### src/rtl/regfile_wb_arbiter_pkg.sv
// Shared constants for the register-file writeback arbiter.
package regfile_wb_arbiter_pkg;

    localparam int DEF_XLEN = 32;
    localparam int DEF_AW   = 5;
    localparam int NUM_REGS = 2 ** DEF_AW;

    // Requester indices into the valid/grant vectors
    localparam int REQ_ALU  = 0;
    localparam int REQ_LD   = 1;

    // Register 0 is hard-wired zero; writes and claims to it are dropped
    localparam int ZERO_REG = 0;

endpackage

### src/rtl/regfile_wb_arbiter_if.sv
// Writeback request, claim/hazard and register-file write bus.
interface regfile_wb_arbiter_if
    import regfile_wb_arbiter_pkg::*;
#(
    parameter int XLEN = DEF_XLEN,
    parameter int AW   = DEF_AW
);
    logic                 claim_valid;
    logic [AW-1:0]        claim_rd;
    logic [AW-1:0]        ra;
    logic [AW-1:0]        rb;
    logic                 stall;

    logic                 req0_valid;
    logic [AW-1:0]        req0_rd;
    logic [XLEN-1:0]      req0_data;
    logic                 req0_ready;

    logic                 req1_valid;
    logic [AW-1:0]        req1_rd;
    logic [XLEN-1:0]      req1_data;
    logic                 req1_ready;

    logic                 we;
    logic [AW-1:0]        rw;
    logic [XLEN-1:0]      busw;
    logic [(2**AW)-1:0]   busy;

    // Pipeline side: issue claims/reads and presents writeback requests
    modport master (
        output claim_valid, claim_rd, ra, rb,
        output req0_valid, req0_rd, req0_data,
        output req1_valid, req1_rd, req1_data,
        input  stall, req0_ready, req1_ready, we, rw, busw, busy
    );

    // Arbiter side
    modport slave (
        input  claim_valid, claim_rd, ra, rb,
        input  req0_valid, req0_rd, req0_data,
        input  req1_valid, req1_rd, req1_data,
        output stall, req0_ready, req1_ready, we, rw, busw, busy
    );

endinterface

### src/rtl/regfile_wb_arbiter_rr_arb2.sv
// Two-way round-robin arbiter; the last winner loses the next contention.
module rr_arb2
    import regfile_wb_arbiter_pkg::*;
(
    input  logic       clk,
    input  logic       rst,
    input  logic [1:0] valid,
    output logic [1:0] grant
);

    logic r_rr_last;

    // Grant is combinational; nothing is granted while in reset
    always_comb begin
        grant         = 2'b00;
        grant[REQ_ALU] = !rst && valid[REQ_ALU] && (!valid[REQ_LD]  ||  r_rr_last);
        grant[REQ_LD]  = !rst && valid[REQ_LD]  && (!valid[REQ_ALU] || !r_rr_last);
    end

    // Remember the most recent winner; reset favours req0 for the first contention
    always_ff @(posedge clk) begin
        if (rst)
            r_rr_last <= 1'b1;
        else if (|grant)
            r_rr_last <= grant[REQ_LD];
    end

endmodule

### src/rtl/regfile_wb_arbiter.sv
// Register-file write-port controller: arbitrates ALU and load writebacks,
// registers the winning write and tracks pending writes for hazard stalls.
module regfile_wb_arbiter
    import regfile_wb_arbiter_pkg::*;
#(
    parameter int XLEN = DEF_XLEN,
    parameter int AW   = DEF_AW
) (
    input  logic                 clk,
    input  logic                 rst,
    regfile_wb_arbiter_if.slave  bus
);

    localparam int NR = 2 ** AW;
    localparam logic [AW-1:0] ZERO = AW'(ZERO_REG);

    logic [1:0]      w_valid;
    logic [1:0]      w_grant;
    logic            w_gnt_any;
    logic [AW-1:0]   w_gnt_rd;
    logic [XLEN-1:0] w_gnt_data;
    logic [NR-1:0]   w_busy_nxt;
    logic            w_haz_a;
    logic            w_haz_b;

    logic            r_we;
    logic [AW-1:0]   r_rw;
    logic [XLEN-1:0] r_busw;
    logic [NR-1:0]   r_busy;

    assign w_valid = {bus.req1_valid, bus.req0_valid};

    rr_arb2 u_arb (
        .clk   (clk),
        .rst   (rst),
        .valid (w_valid),
        .grant (w_grant)
    );

    assign bus.req0_ready = w_grant[REQ_ALU];
    assign bus.req1_ready = w_grant[REQ_LD];
    assign w_gnt_any      = |w_grant;
    assign w_gnt_rd       = w_grant[REQ_LD] ? bus.req1_rd   : bus.req0_rd;
    assign w_gnt_data     = w_grant[REQ_LD] ? bus.req1_data : bus.req0_data;

    // Scoreboard next state: clear on grant first, then a claim re-sets (new producer wins)
    always_comb begin
        w_busy_nxt = r_busy;
        if (w_gnt_any && w_gnt_rd != ZERO)
            w_busy_nxt[w_gnt_rd] = 1'b0;
        if (bus.claim_valid && bus.claim_rd != ZERO)
            w_busy_nxt[bus.claim_rd] = 1'b1;
    end

    // Write-port and scoreboard registers; rd=0 grants are consumed but never written
    always_ff @(posedge clk) begin
        if (rst) begin
            r_we   <= 1'b0;
            r_rw   <= '0;
            r_busw <= '0;
            r_busy <= '0;
        end else begin
            r_busy <= w_busy_nxt;
            if (w_gnt_any && w_gnt_rd != ZERO) begin
                r_we   <= 1'b1;
                r_rw   <= w_gnt_rd;
                r_busw <= w_gnt_data;
            end else begin
                r_we   <= 1'b0;
            end
        end
    end

    // The we/rw term covers the cycle before the register file latches the write
    assign w_haz_a = (bus.ra != ZERO) && (r_busy[bus.ra] || (r_we && r_rw == bus.ra));
    assign w_haz_b = (bus.rb != ZERO) && (r_busy[bus.rb] || (r_we && r_rw == bus.rb));

    assign bus.stall = w_haz_a || w_haz_b;
    assign bus.we    = r_we;
    assign bus.rw    = r_rw;
    assign bus.busw  = r_busw;
    assign bus.busy  = r_busy;

endmodule

### src/flat_wrapper.sv
// flat-port wrapper written by rule: the top's interface ports become plain ports
module regfile_wb_arbiter_flat import regfile_wb_arbiter_pkg::*;
#(
    parameter int XLEN = DEF_XLEN,
    parameter int AW   = DEF_AW
)
  (clk, rst, bus_claim_valid, bus_claim_rd, bus_ra, bus_rb, bus_req0_valid, bus_req0_rd, bus_req0_data, bus_req1_valid, bus_req1_rd, bus_req1_data, bus_stall, bus_req0_ready, bus_req1_ready, bus_we, bus_rw, bus_busw, bus_busy);
  regfile_wb_arbiter_if #(.XLEN(XLEN), .AW(AW)) bus_i ();
  input  logic clk;
  input  logic rst;
  input wire logic [$bits(bus_i.claim_valid)-1:0] bus_claim_valid;
  input wire logic [$bits(bus_i.claim_rd)-1:0] bus_claim_rd;
  input wire logic [$bits(bus_i.ra)-1:0] bus_ra;
  input wire logic [$bits(bus_i.rb)-1:0] bus_rb;
  input wire logic [$bits(bus_i.req0_valid)-1:0] bus_req0_valid;
  input wire logic [$bits(bus_i.req0_rd)-1:0] bus_req0_rd;
  input wire logic [$bits(bus_i.req0_data)-1:0] bus_req0_data;
  input wire logic [$bits(bus_i.req1_valid)-1:0] bus_req1_valid;
  input wire logic [$bits(bus_i.req1_rd)-1:0] bus_req1_rd;
  input wire logic [$bits(bus_i.req1_data)-1:0] bus_req1_data;
  output wire logic [$bits(bus_i.stall)-1:0] bus_stall;
  output wire logic [$bits(bus_i.req0_ready)-1:0] bus_req0_ready;
  output wire logic [$bits(bus_i.req1_ready)-1:0] bus_req1_ready;
  output wire logic [$bits(bus_i.we)-1:0] bus_we;
  output wire logic [$bits(bus_i.rw)-1:0] bus_rw;
  output wire logic [$bits(bus_i.busw)-1:0] bus_busw;
  output wire logic [$bits(bus_i.busy)-1:0] bus_busy;
  assign bus_i.claim_valid = bus_claim_valid;
  assign bus_i.claim_rd = bus_claim_rd;
  assign bus_i.ra = bus_ra;
  assign bus_i.rb = bus_rb;
  assign bus_i.req0_valid = bus_req0_valid;
  assign bus_i.req0_rd = bus_req0_rd;
  assign bus_i.req0_data = bus_req0_data;
  assign bus_i.req1_valid = bus_req1_valid;
  assign bus_i.req1_rd = bus_req1_rd;
  assign bus_i.req1_data = bus_req1_data;
  assign bus_stall = bus_i.stall;
  assign bus_req0_ready = bus_i.req0_ready;
  assign bus_req1_ready = bus_i.req1_ready;
  assign bus_we = bus_i.we;
  assign bus_rw = bus_i.rw;
  assign bus_busw = bus_i.busw;
  assign bus_busy = bus_i.busy;
  regfile_wb_arbiter #(.XLEN(XLEN), .AW(AW)) u_core (.clk(clk), .rst(rst), .bus(bus_i));
endmodule
### config.mk
export PLATFORM = sky130hd
export DESIGN_NAME = regfile_wb_arbiter_flat
export DESIGN_NICKNAME = d
export VERILOG_FILES = /design/src/rtl/regfile_wb_arbiter_pkg.sv /design/src/rtl/regfile_wb_arbiter_if.sv /design/src/rtl/regfile_wb_arbiter_rr_arb2.sv /design/src/rtl/regfile_wb_arbiter.sv /design/src/flat_wrapper.sv
export SDC_FILE = /design/constraint.sdc
export NUM_CORES = 1
export LEC_CHECK = 0
export BUFFER_PORTS_ARGS = -buffer_cell sky130_fd_sc_hd__buf_4
export CAP_MARGIN = 20
export CORE_MARGIN = 10
export CORE_UTILIZATION = 40
export CTS_CLUSTER_DIAMETER = 120
export DETAILED_ROUTE_END_ITERATION = 10
export GPL_ROUTABILITY_DRIVEN = 0
export PLACE_DENSITY = 0.78
export SLEW_MARGIN = 20
export SYNTH_ARGS = -nofsm -noshare
export SYNTH_HDL_FRONTEND = slang
export SYNTH_SLANG_ARGS = --single-unit
export TNS_END_PERCENT = 5
### constraint.sdc
create_clock -name clk -period 2.1 [get_ports clk]
set_input_delay 0.105 -clock clk [delete_from_list [all_inputs] [get_ports clk]]
set_output_delay 0.105 -clock clk [all_outputs]
set_load 0.01 [all_outputs]
== Yosys cells after proc, flatten, opt, wreduce, memory -nomap -nowiden ==
Cells that the tools add are included.
Cells by class
  $lt $le $gt $ge: 6
  eq/ne operators: 2
  muxes and demuxes: 13
  bitwise gates (word level): 3
  reduce and logical (&&, ||, !) cells: 26
Operators with widths (count)
  two-way mux 32 bit: 3
  bitwise AND 32 bit: 1
  inverter 32 bit: 1
  OR 32 bit: 1
  less-than comparator 5 x 6 -> 1 bit (second input constant): 4
  nonzero test 5 bit: 4
  logical AND 1 bit: 12
  binary-select mux 1 bit (select 5 bit): 2
  demux 1 bit (select 5 bit): 2
  equality test 5 bit: 2
  >= comparator 5 x 1 -> 1 bit (second input constant): 2
  logical OR 1 bit: 5
  two-way mux 1 bit: 5
  two-way mux 5 bit: 1
  zero test 1 bit: 4
  OR reduction 2 bit: 1
Storage, ports and cells
  flip-flop bits (word level): 71
  input port bits: 94
  output and inout bits: 73
  logic and storage cells: 55

== Longest topological paths before layout ==
Gate-level depths: netlist of run 1.
  word-level depth: 13
  depth in mapped cells: 9
  depth with buffers taken out: 6

== Hierarchy ==
A second synthesis of run 1 with hierarchy kept.
Unflattened totals
  cells, all modules: 420
  area total of the unflattened synthesis: 3986.3 um^2
Modules (own cells, without submodules)
  regfile_wb_arbiter: instances 1, cells each 412, area an instance 3926.3 um^2
  rr_arb2: instances 1, cells each 8, area an instance 60.1 um^2

== Least setup slack after synthesis of run 1 ==
No wires, ideal clock.
  path kind: reg2reg
  from: register u_core.u_arb.r_rr_last
  to: register u_core.r_rw[3] (netlist: u_core.bus.rw[3])
  setup time: 0.147 ns
  data arrival time: 1.866 ns
  required time: 1.953 ns
  slack: 0.087 ns
  cell stages (with the launch flop): 9
  path through: dfxtp_1 -> a211oi_4 -> buf_6 -> mux2_2 -> o41a_1 -> buf_6 -> buf_2 -> nor2_1 -> a211oi_2
Between the ends
  word-level cells in the longest chain between the ends: 6
RTL lines
  start, declared: line regfile_wb_arbiter_rr_arb2.sv:11  | logic r_rr_last;
  start signal, assigned: line regfile_wb_arbiter_rr_arb2.sv:25  | r_rr_last <= grant[REQ_LD];
  zero test 1 bit: line regfile_wb_arbiter_rr_arb2.sv:17  | grant[REQ_LD] = !rst && valid[REQ_LD] && (!valid[REQ_ALU] || !r_rr_last);
  logical OR 1 bit: line regfile_wb_arbiter_rr_arb2.sv:17
  logical AND 1 bit: line regfile_wb_arbiter_rr_arb2.sv:17
  two-way mux 5 bit: line regfile_wb_arbiter.sv:43  | assign w_gnt_rd = w_grant[REQ_LD] ? bus.req1_rd : bus.req0_rd;
  nonzero test 5 bit: line regfile_wb_arbiter.sv:64  | if (w_gnt_any && w_gnt_rd != ZERO) begin
  logical AND 1 bit: line regfile_wb_arbiter.sv:64
  end signal, assigned: line regfile_wb_arbiter.sv:66  | r_rw <= w_gnt_rd;
  end, declared: line regfile_wb_arbiter.sv:27  | logic [AW-1:0] r_rw;
Parallel ways exist; a longest one is shown, timed or not.
A chain may end at the register's enable or synchronous reset.

== Worst setup path in the final report of run 1 ==
  from: register u_core.r_busy[15] (netlist: u_core.bus.busy[15])
  to: output port bus_stall
Between the ends
  word-level cells in the longest chain between the ends: 5
RTL lines
  start, declared: line regfile_wb_arbiter.sv:29  | logic [NR-1:0] r_busy;
  start signal, assigned: line regfile_wb_arbiter.sv:63  | r_busy <= w_busy_nxt;
  binary-select mux 1 bit (select 5 bit), on equally long branches: line regfile_wb_arbiter.sv:75, regfile_wb_arbiter.sv:76
  two-way mux 1 bit, on equally long branches: line regfile_wb_arbiter.sv:75, regfile_wb_arbiter.sv:76
  logical OR 1 bit, on equally long branches: line regfile_wb_arbiter.sv:75, regfile_wb_arbiter.sv:76
  logical AND 1 bit, on equally long branches: line regfile_wb_arbiter.sv:75, regfile_wb_arbiter.sv:76
  logical OR 1 bit (*): line regfile_wb_arbiter.sv:78  | assign bus.stall = w_haz_a || w_haz_b;
  end, declared: line flat_wrapper.sv:21  | output wire logic [$bits(bus_i.stall)-1:0] bus_stall;
Mark *: on every way between the ends. The rest lies on a longest branch, timed or not. The select of a mux whose other input is x is not followed.

==> results.md, run 1 <==
* Least-Margin Pin Slew at 0.945 ns
* Slew margin rel. at a little under two fifths
* PwrDens at between 500 and 600 mW/mm^2
* Setup TNS at -2.33 ns
* Top cells by area, synth: dfxtp_1 36%, a211oi_2 11%, mux4_2 10%
* CP startpoint kind: flip-flop
* First drt pass iteration count at 8
* First-pass GRT wire length at 22000 um
* Worst Skew at 0.00655 ns
* Final period utilization at 108%
* Worst EP arrival at roughly 2.2 ns
* Grt ovf at 0
* Port bufs at 166
* FF-to-FF Start: u_core.u_arb.r_rr_last
* Die Area at 0.0144 mm^2
* Register area at 0.00144 mm^2
* Yosys top cell area share at 35.7%
* Status: finished with violations
* Synthesized instance count at 407
* CTS tree: built
* Most used cell, CP: mux4_2
* Largest net degree at the start of global routing at 72
* Cell depth of the worst setup path at 5
* Final WS setup at -0.176 ns
* Worst R2R Setup Slack at -0.11 ns
* Routed len/inst at 19.9 um
* VDD IR-drop max at 343 uV
* Crit path time final at roughly 2.3 ns
* Fillcell total at 822
* Commonest non-fill, non-tap cells in the layout: 193 x buf_4, 59 x dfxtp_1, 38 x nand2_1
* CTS sink cnt at a little over 70
* Crit. End Element: output pin
* Share of cells above drive strength 1 at between 50% and 60%
* CP Data Required Time at 2.00 ns
* Fin Hold WS at 0.0536 ns
* CP endpoint: bus_stall
* Initial core utilization at slightly above 40%
* Crit-path max FO at 4
* Fraction of registers with async set/reset at 0%
* Critical path launch point: u_core.bus.busy[15]
* Post-Syn Nets at 501
* Die width at 120 um
* Flops & latches, synth at around 70
* Most common cell after layout, fill and taps aside: buf_4
* RR Endpoint: u_core.bus.busw[29]
* Residual DRC at 0
* Post-DP HPWL at 10600 um
* Final slew viol count at 0
* Worst skew pair latency at 0.34 ns
* DR vias/cell at 5.63
* Setup Viol. Count Final at 39
* Max-cap violation count at 0
* # diodes at 0
* Max H-tree Level at 3
* FMAX at roughly 0.44 GHz
* Failing checks: negative setup slack
* Multi-input gate area in the final layout at around 0.0026 mm^2
* Synth warn at 0
* Area Growth Syn to Fin at 50.3%
* Synth unique cells at 37
* Seq/Total Area, Yosys at 35.7%
* Initial antenna violation count at 0
* Primary FF master, synth: dfxtp_1
* Final Hold Viols at 0
* Buf/Inv on CP at 1
* R2R depth at 7
* Area leader, netlist: dfxtp_1
* CP cell instances: mux4_2, mux4_2, a311oi_2, o32ai_2, buf_4
* Routed Antenna Nets at 0
* NumNets Final at 683
* Overall routed net length at between 10000 and 15000 um
* Vias in the first global route at 4239
* GRT Total Usage at 18.9%
* Register clock-pin slew on the reported worst setup and hold paths at 0.08 ns
* Synth Cell Area at about 0.004 mm^2
* CTS Buf Count at 9
* Setup CP Type: reg -> out
* Top cell family by delay on the critical path: multiplexers
* First DRT Iteration DRCs at 356
* Hold Path Class: in -> reg
* Area of the core at 0.00973 mm^2
* Routed via count at between 4000 and 5000
* Root Driver: clkbuf_8
* Unrepaired setup endpoints after global routing: yes
* CP max-delay cell: mux4_2
* Chip height at 120 um
* EDFF count, synth at 0
* Io pins at around 170
* Syn avg cell area at 9.79 um^2
* Leakage at 2.44 nW
* Clock Tree Buf Depth at 2
* Critical Path Max Stage Delay at 0.51 ns
* Cell Rows at 36
-- registers in the layout, summed over array words and instances (netlist names) --
signal and count:
u_core.bus.busw 32, u_core.bus.busy 32, u_core.bus.rw 5, u_core.bus.we 1, u_core.u_arb.r_rr_last 1
-- report_power, final --
group          internal [mW]  leakage, nW  switching, mW
combinational          0.437         1.75          0.418
clock                  0.695        0.101          0.533
sequential              1.42        0.587         0.0611
total                   2.55         2.44           1.01
-- routing by layer --
| metal | up-vias | routed length (um) | global-route usage, % | part of all wire (%) |
|---|---|---|---|---|
| met5 | - | 0 | 0 | 0 |
| met2 | 242 | 7150 | 31.4 | 49 |
| met4 | 0 | 264 | 6.49 | 1.8 |
| li1 | 1875 | - | - | - |
| met1 | 1945 | 5490 | 22.0 | 38 |
| met3 | 27 | 1540 | 6.99 | 11 |
-- timing repair --
item,in CTS,in global routing
hold endpoints to repair,1,0
cloned,0,2
resized for setup,18,55
setup endpoints to repair,39,68
buffers inserted,2,7
pin swaps,3,5
hold buffers,1,0
-- cell usage after synthesis, types with 2 or more instances --
master    count
o31ai_1       2
inv_1         2
o21ai_0      23
clkbuf_1     13
and3b_1       5
mux2i_1      39
buf_2        10
a21oi_1      33
mux4_2       18
o41ai_1       8
nor3b_1       7
a211oi_2     36
xnor2_1       2
nand3_1       7
nor4_1        2
nand2_1      38
buf_1         3
o21ai_1       3
buf_6         6
nor3_1        2
dfxtp_1      71
and3_1        4
xor2_1        8
mux2_2        5
nor2_1       48
-- through the flow --
stage	std cells	util [%]	power [mW]	instance area, um^2	setup WS [ns]
final	726	61.6	3.56	5990	-0.176
after global routing	726	61.6	3.72	5990	-0.262
after CTS	717	59.0	3.51	5740	-0.194
after detailed placement	699	55.9	2.27	5440	-0.106
after global placement	699	55.9	2.25	5440	-0.0346
after floorplan	407	-	1.90	3990	0.0872
-- tightest hold or removal path: cells and delay by family --
family | cells | cell delay (ns)
buffers and inverters | 1 | 0.10
AOI/OAI and AO/OA | 2 | 0.15
-- kinds of logic after synthesis --
logic type / Yosys count / share of synthesized area (%)
XOR/XNOR: 10 / 2.20
multiplexers: 62 / 21.4
flip-flops: 71 / 35.7
buffers and inverters: 34 / 4.65
AND/OR/NAND/NOR: 118 / 13.4
AO/OA/AOI/OAI: 112 / 22.7
-- cell type report --
type                            instances  area share, %
Clock buffer                           10           2.30
Clock inverter                          5           1.38
Inverter                                2          0.125
Multi-Input combinational cell        302           42.7
Sequential cell                        71           24.0
Tap cell                              133           2.78
Timing Repair Buffer                  203           26.8
-- worst min path at each step --
stage                        endpoint  cells past startpoint      startpoint  slack, ns
2_1_floorplan  u_core.u_arb.r_rr_last                      1  bus_req0_valid       0.21
3_3_place_gp   u_core.u_arb.r_rr_last                      2  bus_req0_valid       0.35
3_5_place_dp   u_core.u_arb.r_rr_last                      2  bus_req0_valid       0.35
4_1_cts        u_core.u_arb.r_rr_last                      3  bus_req1_valid       0.01
5_1_grt        u_core.u_arb.r_rr_last                      3  bus_req1_valid       0.07
6_report       u_core.u_arb.r_rr_last                      3  bus_req1_valid       0.05
(Power assumes the default switching activity.)
==> inputs of run 2 (changes only) <==
--- a/config.mk
+++ b/config.mk
@@ -17,4 +17,4 @@
 export SYNTH_ARGS = -nofsm -noshare
 export SYNTH_HDL_FRONTEND = slang
 export SYNTH_SLANG_ARGS = --single-unit
-export TNS_END_PERCENT = 5
+export TNS_END_PERCENT = 50
==> results.md, run 2 (synthesized netlist as in run 1, its figures left out) <==
* Setup Viol. Count Final at 37
* Unrepaired setup endpoints after global routing: yes
* Cell Rows at 36
* Leakage at 2.55 nW
* Area of the core at around 0.0097 mm^2
* Crit-path max FO at 8
* Final slew viol count at 0
* Chip height at approximately 120 um
* Status: finished with violations
* CTS sink cnt at just over 70
* Fin area at 0.00630 mm^2
* Register clock-pin slew on the reported worst setup and hold paths at 0.08 ns
* Routed via count at 4143
* Max H-tree Level at 3
* Residual DRC at 0
* Routed Antenna Nets at 0
* First-pass GRT wire length at 23500 um
* Least-Margin Pin Slew at approximately 0.96 ns
* Crit path time final at about 2.3 ns
* Routed len/inst at 21.3 um
* FMAX at 0.436 GHz
* Failing checks: negative setup slack
* Root Driver: clkbuf_8
* Hold Path Class: in -> reg
* # diodes at 0
* Worst EP arrival at 2.48 ns
* Initial core utilization at 41.0%
* Worst skew pair latency at 0.34 ns
* Die Area at about 0.014 mm^2
* CP Data Required Time at 2.29 ns
* DR vias/cell at between 5 and 6
* Grt ovf at 0
* Largest net degree at the start of global routing at 72
* Slew margin rel. at 35.7%
* Clock Tree Buf Depth at 2
* Share of cells above drive strength 1 at 56.9%
* Placement Cell Area at 0.00544 mm^2
* First drt pass iteration count at 5
* Setup CP Type: reg -> reg
* GRT Total Usage at between 20% and 30%
* Commonest non-fill, non-tap cells in the layout: 192 x buf_4, 59 x dfxtp_1, 38 x nand2_1
* Final period utilization at 109%
* Most common cell after layout, fill and taps aside: buf_4
* Io pins at between 150 and 200
* Core Util, Final at 64.7%
* PwrDens at roughly 600 mW/mm^2
* NumNets Final at 693
* CTS tree: built
* Post-DP HPWL at 10600 um
* Final Hold Viols at 0
* Overall routed net length at 15700 um
* Port bufs at 166
* Area Growth Syn to Fin at 57.9%
* First DRT Iteration DRCs at 454
* Total power at 3.69 mW
* Max-cap violation count at 0
* CTS Buf Count at 9
* Final WS setup at -0.191 ns
* Crit. End Element: flip-flop
* Worst Skew at 0.00920 ns
* Fin Hold WS at just under 0.03 ns
* Initial antenna violation count at 1
* CP startpoint kind: flip-flop
* Vias in the first global route at 4422
* Die width at around 120 um
* VDD IR-drop max at 374 uV
==> run 2: report_power, final <==
part / total, mW / switching, mW / internal (mW)
Combinational: 0.957 / 0.458 / 0.499
Clock: 1.24 / 0.545 / 0.695
Sequential: 1.49 / 0.0717 / 1.42
Total: 3.69 / 1.07 / 2.61
==> run 2: worst paths after layout <==
kind / startpoint / end / slack (ns) / depth (start not counted)
worst max register to register: u_core.u_arb.r_rr_last / u_core.bus.busw[6] / -0.19 / 8
worst min register to register: u_core.bus.busy[0] / u_core.bus.busy[0] / 0.50 / 1
worst max-delay path: u_core.u_arb.r_rr_last / u_core.bus.busw[6] / -0.19 / 8
worst min-delay path: bus_req1_valid / u_core.u_arb.r_rr_last / 0.03 / 3
==> run 2: cell type report <==
cell class / instances / area (um^2)
Tap cell: 133 / 166
Clock buffer: 10 / 138
Fill cell: 769 / 3430
Inverter: 2 / 7.51
Sequential cell: 71 / 1440
Timing Repair Buffer: 213 / 1790
Multi-Input combinational cell: 302 / 2670
Clock inverter: 5 / 82.6
==> run 2: per-layer routing <==
metal  up-vias  global-route usage (%)  share of wire [%]  routed length (um)
met1      1962                    23.3                 38                5890
met2       243                    34.1                 49                7720
met3        40                    6.38                 10                1640
met5         -                       0                  0                   0
li1       1898                       -                  -                   -
met4         0                    8.22                2.7                 430
==> run 2: metrics by stage <==
| step | worst slack (ns) | cells | TNS, ns |
|---|---|---|---|
| 2_1_floorplan | 0.0872 | 407 | 0 |
| 3_3_place_gp | -0.0346 | 699 | -0.782 |
| 3_5_place_dp | -0.106 | 699 | -3.18 |
| 4_1_cts | -0.194 | 732 | -2.37 |
| 5_1_grt | -0.260 | 736 | -6.67 |
| 6_report | -0.191 | 736 | -4.81 |
==> run 2: critical path, stage by stage, from the launching register on <==
cell and delay [ns]:
dfxtp_2 0.34, a211oi_4 0.27, buf_6 0.15, mux2_4 0.31, o41a_4 0.56, buf_12 0.18
clkbuf_16 0.17, nor2_2 0.09, a211oi_2 0.05
==> run 2: what timing repair did <==
item / in CTS / in global routing
endpoints found under the hold margin: 1 / 0
resized for setup: 56 / 57
setup endpoints to repair: 39 / 63
buffers inserted: 13 / 5
cloned: 5 / 2
hold buffers: 1 / 0
pin swaps: 8 / 9
